[src/rtl/caption_pkg.sv]
// Shared constants, FSM state encoding and code substitution for the caption line renderer.
// The optional CAPTION_PIXEL_DOUBLE_EN build macro is consumed by glyph_shifter.
package caption_pkg;

   localparam int FONT_ADDR_W = 11;
   localparam int GLYPH_W = 8;
   localparam int GLYPH_H = 8;
   localparam logic [7:0] SUBST_CHAR = 8'h3F;

   typedef enum logic [2:0] {
      IDLE,
      TXT_RD,
      TXT_WAIT,
      FONT_RD,
      FONT_WAIT,
      SHIFT,
      DONE
   } state_t;

   // Codes outside 7-bit ASCII have no glyph, so they render as '?'.
   function automatic logic [7:0] subst_code(input logic [7:0] code);
      return code[7] ? SUBST_CHAR : code;
   endfunction

endpackage

[src/rtl/glyph_shifter.sv]
// MSB-first serializer for one glyph row with valid/ready and a bit counter.
// With CAPTION_PIXEL_DOUBLE_EN defined, each pixel is emitted twice for 2x horizontal scaling.
module glyph_shifter
   import caption_pkg::*;
(
   input  logic               clk,
   input  logic               rst_n,
   input  logic               load,
   input  logic [GLYPH_W-1:0] load_data,
   input  logic               active,
   input  logic               ready,
   input  logic               last_char,
   output logic               valid,
   output logic               pix_on,
   output logic               last,
   output logic               last_hs
);

   logic [GLYPH_W-1:0] shift;
   logic [2:0]         bit_cnt;
   logic               hs;
   logic               step;

   assign valid  = active;
   assign pix_on = active & shift[GLYPH_W-1];
   assign hs     = active & ready;

`ifdef CAPTION_PIXEL_DOUBLE_EN
   logic sub;

   // The shift only advances once both copies of the current pixel are accepted.
   assign step    = hs & sub;
   assign last    = active & last_char & (bit_cnt == 3'd0) & sub;
   assign last_hs = hs & (bit_cnt == 3'd0) & sub;

   always_ff @(posedge clk or negedge rst_n) begin
      if (!rst_n) begin
         sub <= 1'b0;
      end else if (load) begin
         sub <= 1'b0;
      end else if (hs) begin
         sub <= ~sub;
      end
   end
`else
   assign step    = hs;
   assign last    = active & last_char & (bit_cnt == 3'd0);
   assign last_hs = hs & (bit_cnt == 3'd0);
`endif

   always_ff @(posedge clk or negedge rst_n) begin
      if (!rst_n) begin
         shift   <= '0;
         bit_cnt <= 3'd0;
      end else if (load) begin
         shift   <= load_data;
         bit_cnt <= 3'd7;
      end else if (step) begin
         shift   <= {shift[GLYPH_W-2:0], 1'b0};
         bit_cnt <= bit_cnt - 3'd1;
      end
   end

endmodule

[src/rtl/caption_line_renderer.sv]
// Fetches each caption character and its font row, then streams the row as 1bpp pixels.
// Build macro CAPTION_PIXEL_DOUBLE_EN (handled in glyph_shifter) doubles every pixel.
module caption_line_renderer
   import caption_pkg::*;
#(
   parameter int MAX_CHARS = 30,
   parameter int TEXT_AW   = $clog2(MAX_CHARS),
   parameter int CNT_W     = $clog2(MAX_CHARS + 1)
) (
   input  logic                       clk,
   input  logic                       rst_n,
   input  logic                       start,
   input  logic [$clog2(GLYPH_H)-1:0] row,
   input  logic [CNT_W-1:0]           num_chars,
   output logic                       busy,
   output logic                       done,
   output logic                       text_rd,
   output logic [TEXT_AW-1:0]         text_addr,
   input  logic [7:0]                 text_data,
   output logic [FONT_ADDR_W-1:0]     font_addr,
   input  logic [GLYPH_W-1:0]         font_data,
   output logic                       pix_valid,
   input  logic                       pix_ready,
   output logic                       pix_on,
   output logic                       pix_last
);

   state_t                     state;
   state_t                     next_state;
   logic [CNT_W-1:0]           idx;
   logic [CNT_W-1:0]           num_l;
   logic [CNT_W-1:0]           num_clamped;
   logic [$clog2(GLYPH_H)-1:0] row_l;
   logic [FONT_ADDR_W-1:0]     font_addr_r;
   logic                       last_char;
   logic                       last_hs;

   assign num_clamped = (num_chars > CNT_W'(MAX_CHARS)) ? CNT_W'(MAX_CHARS) : num_chars;
   assign last_char   = (idx == num_l - CNT_W'(1));

   assign busy      = (state != IDLE);
   assign done      = (state == DONE);
   assign text_rd   = (state == TXT_RD);
   assign text_addr = idx[TEXT_AW-1:0];
   assign font_addr = font_addr_r;

   always_ff @(posedge clk or negedge rst_n) begin
      if (!rst_n) begin
         state <= IDLE;
      end else begin
         state <= next_state;
      end
   end

   // The font address is formed as the text byte arrives so the ROM sees it throughout FONT_RD.
   always_ff @(posedge clk or negedge rst_n) begin
      if (!rst_n) begin
         idx         <= '0;
         num_l       <= '0;
         row_l       <= '0;
         font_addr_r <= '0;
      end else begin
         if (state == IDLE && start) begin
            idx   <= '0;
            num_l <= num_clamped;
            row_l <= row;
         end
         if (state == TXT_WAIT) begin
            font_addr_r <= {subst_code(text_data), row_l};
         end
         if (state == SHIFT && last_hs && !last_char) begin
            idx <= idx + CNT_W'(1);
         end
      end
   end

   always_comb begin
      next_state = state;
      case (state)
         IDLE:      if (start) next_state = (num_chars == '0) ? DONE : TXT_RD;
         TXT_RD:    next_state = TXT_WAIT;
         TXT_WAIT:  next_state = FONT_RD;
         FONT_RD:   next_state = FONT_WAIT;
         FONT_WAIT: next_state = SHIFT;
         SHIFT:     if (last_hs) next_state = last_char ? DONE : TXT_RD;
         DONE:      next_state = IDLE;
         default:   next_state = IDLE;
      endcase
   end

   glyph_shifter u_shifter (
      .clk       (clk),
      .rst_n     (rst_n),
      .load      (state == FONT_WAIT),
      .load_data (font_data),
      .active    (state == SHIFT),
      .ready     (pix_ready),
      .last_char (last_char),
      .valid     (pix_valid),
      .pix_on    (pix_on),
      .last      (pix_last),
      .last_hs   (last_hs)
   );

endmodule

[config.mk]
export PLATFORM = sky130hd
export DESIGN_NAME = caption_line_renderer
export DESIGN_NICKNAME = d
export VERILOG_FILES = /design/src/rtl/caption_pkg.sv /design/src/rtl/glyph_shifter.sv /design/src/rtl/caption_line_renderer.sv
export SDC_FILE = /design/constraint.sdc
export NUM_CORES = 1
export LEC_CHECK = 0
export BUFFER_PORTS_ARGS = -buffer_cell sky130_fd_sc_hd__buf_2
export CAP_MARGIN = 20
export CELL_PAD_IN_SITES_DETAIL_PLACEMENT = 2
export CELL_PAD_IN_SITES_GLOBAL_PLACEMENT = 2
export CORE_MARGIN = 5
export CORE_UTILIZATION = 33
export DETAILED_ROUTE_END_ITERATION = 16
export HOLD_SLACK_MARGIN = 0.1
export PLACE_DENSITY_LB_ADDON = 0.05
export SYNTH_ARGS = -nofsm -noshare
export SYNTH_HDL_FRONTEND = slang
export SYNTH_HIERARCHICAL = 1
export SYNTH_SLANG_ARGS = --single-unit
[constraint.sdc]
create_clock -name clk -period 2.5 [get_ports clk]
set_input_delay 0.125 -clock clk [delete_from_list [all_inputs] [get_ports clk]]
set_output_delay 0.125 -clock clk [all_outputs]
set_load 0.05 [all_outputs]
==> run metrics <==
GRT met2 Usage=27.6%; Power Internal=1.85 mW; via density per instance=5.12; Slowest cell on crit path=dfrtp_1; GR peak layer=met2; Fmax=427 MHz; worst-skew pair later-pin latency=290 ps; IO buf count=48; fin crit period=2340 ps; EDFF count, synth=0; antenna violations before repair=0; Residual DRC=0; Maximum Capacitance Violations=0; Critical Path AT=2220 ps; post-route cell area=2630 um2; H-tree Lvls=2; Startpoint Class=flop; Worst EP required=2380 ps; met1 GRT Util=18.1%; P_sw=1.36 mW; placer congestion estimate=0.718; post-route ant nets=0; final hold vios=0; Hold Path Class=input pin to flop; Yosys top cell area share=46.1%; average routed wire per standard cell=16.7 um; Global Route met3 Usage=3.20%; die area=7750 um2; Max stage delay on crit path=410 ps; total area of sequential cells=926 um2; Clock Tree Root=clkbuf_8; first-pass GRT wire length=9140 um; drt initial violations=58; area delta synth->final=30.8%; clock skew=8.62 ps; synth cell count leaders=dfrtp_1, nor2_1, mux2_2; Total GRT Usage=15.0%; Max Transition Viols Final=0; CP Capture Type=output port; Yosys warning count=6; Die H=88.0 um; final hold slack=109 ps; Sw Ratio=42.3%; DR pass1 iterations=4; synth unique cells=48; Fillers=643; Finish-stage setup viols=0; final setup TNS=0 ps; multi-input logic area=972 um2; TritonCTS clock tree=built; combinational group share of total power=48.8%; Clock Power Share=19.6%; leakage=1.25 nW; Post-Route WL=5500 um; maximum vdd drop=0.474 mV; post-synthesis cell count=186; pin count of the biggest net entering global routing=38; Nets=286; post-detail-place hpwl=3980 um; Seq pwr share=31.6%; vias=1691; Seq/Total Area, Yosys=46.1%; Num CTS Buffers=5; Post-DP Area=2300 um2; Crit Path Max Fanout=4; Pwr Density=1220 nW/um2; Layout Cells excl Fill=330; crit path kind=flop to output port; Post-synth top flop=dfrtp_1; synth top area cells=dfrtp_1, mux2_2, and4b_1; Die X=88.0 um; share of cells above drive strength 1=34.9%; flip-flop and latch count after synthesis=37; Antenna diodes=0; Clock Pin Slew Worst Setup and Hold Paths=80 ps; Inst Count DP=303; I/O Pins=50; async set-reset flop share out of synthesis=100%; row cnt=28; Starting Density=33.9%; Clock Tree Buf Depth=2; critical-path cell list=inv_1 > ha_1 > xnor2_1 > a211oi_2 > o311ai_4 > inv_2 > and4b_1 > clkbuf_4; largest area contributor in the netlist=dfrtp_1; core area=5920 um2; RSZ-0062 raised after global routing=false; GR Overflow Total=0; Synth Cell Area=2010 um2; Worst Tran Pin Value=829 ps; Syn Nets=218; clk sinks=37; number of global-route vias before repair=1876; most numerous cell in the Yosys netlist=dfrtp_1; period utilization=93.6%; mean post-synth cell area=10.8 um2; relative slew slack=44.7%; status=complete, no violations
[what timing repair did]
item	CTS	global route
endpoints found under the hold margin	53	0
endpoints found under the setup margin	0	1
buffers inserted	0	2
hold buffers	17	0
gates resized for setup	0	1
[path summary, 6_finish.rpt]
| kind | startpoint | end | slack, ps | depth (start not counted) |
|---|---|---|---|---|
| max | num_l[0] | pix_last | 160 | 8 |
| min | text_data[5] | font_addr[8] | 110 | 3 |
| max reg2reg | state[1] | text_addr[0] | 270 | 7 |
| min reg2reg | row_l[1] | font_addr[1] | 510 | 1 |
| max in group asynchronous | rst_n | state[1] | 1500 | 2 |
| min in group asynchronous | rst_n | num_l[1] | 460 | 2 |
[cells in the final DEF, fill, tap and decap left out, types with 3 or more instances in the layout]
master	n
a21oi_1	10
a221o_1	7
a22o_1	3
and2b_2	8
and4b_1	8
buf_2	47
buf_4	7
clkbuf_8	5
dfrtp_1	37
dlygate4sd3_1	17
ha_1	4
inv_1	8
mux2_2	11
nand2_1	8
nand3_1	3
nand4_1	3
nor2_1	16
nor2b_1	3
nor3_1	4
xnor2_1	5
xor2_1	3
[metal layers]
| metal | vias up | part of all wire, % |
|---|---|---|
| li1 | 800 | - |
| met1 | 855 | 43 |
| met2 | 31 | 53 |
| met3 | 5 | 3.3 |
| met4 | 0 | 0.82 |
| met5 | - | 0 |
[state kept, by name (all words and copies together), names as in the netlist]
name,cells
font_addr,10
num_l,5
row_l,3
state,3
text_addr,5
u_shifter/bit_cnt,3
u_shifter/shift,8
[power by group through the flow]
| stage | Combinational, mW | Sequential [mW] | Clock, mW |
|---|---|---|---|
| floorplan | 0.963 | 1.25 | 0 |
| global placement | 1.47 | 1.00 | 0 |
| detailed placement | 1.55 | 1.03 | 0 |
| CTS | 1.58 | 1.02 | 0.648 |
| global route | 1.71 | 1.05 | 0.677 |
| finish | 1.56 | 1.01 | 0.630 |
[per-stage QoR]
step                power, mW  worst slack, ps  util [%]
floorplan                2.22              279         -
global placement         2.47              430      38.9
detailed placement       2.58              281      38.9
CTS                      3.24             45.5      44.1
global route             3.43             10.0      44.4
finish                   3.21              160      44.4
[kinds of logic after synthesis]
group           Yosys count  synth area share, %
compound gates           36                 14.4
xor+xnor                  8                 3.49
fa+ha+maj                 4                 2.49
buf+inv                  20                 5.54
flops                    37                 46.1
mux                      11                 6.16
other cells               1                0.187
simple gates             69                 21.7
[cell type report]
| class | instances | share of cell area, % |
|---|---|---|
| sequential | 37 | 35.2 |
| tap | 75 | 3.57 |
| clock buffer | 5 | 2.62 |
| clock inverter | 3 | 2.62 |
| timing repair buffer | 72 | 17.7 |
| multi-input combinational | 129 | 37.0 |
| inverter | 9 | 1.29 |
[worst max-delay path: cells and delay by family, from the launching register on]
family	cells	cell delay, ps
compound gates	2	430
xor+xnor	1	150
fa+ha+maj	1	310
buf+inv	3	410
flops	1	410
simple gates	1	210
Power figures use the tool's default switching activity.
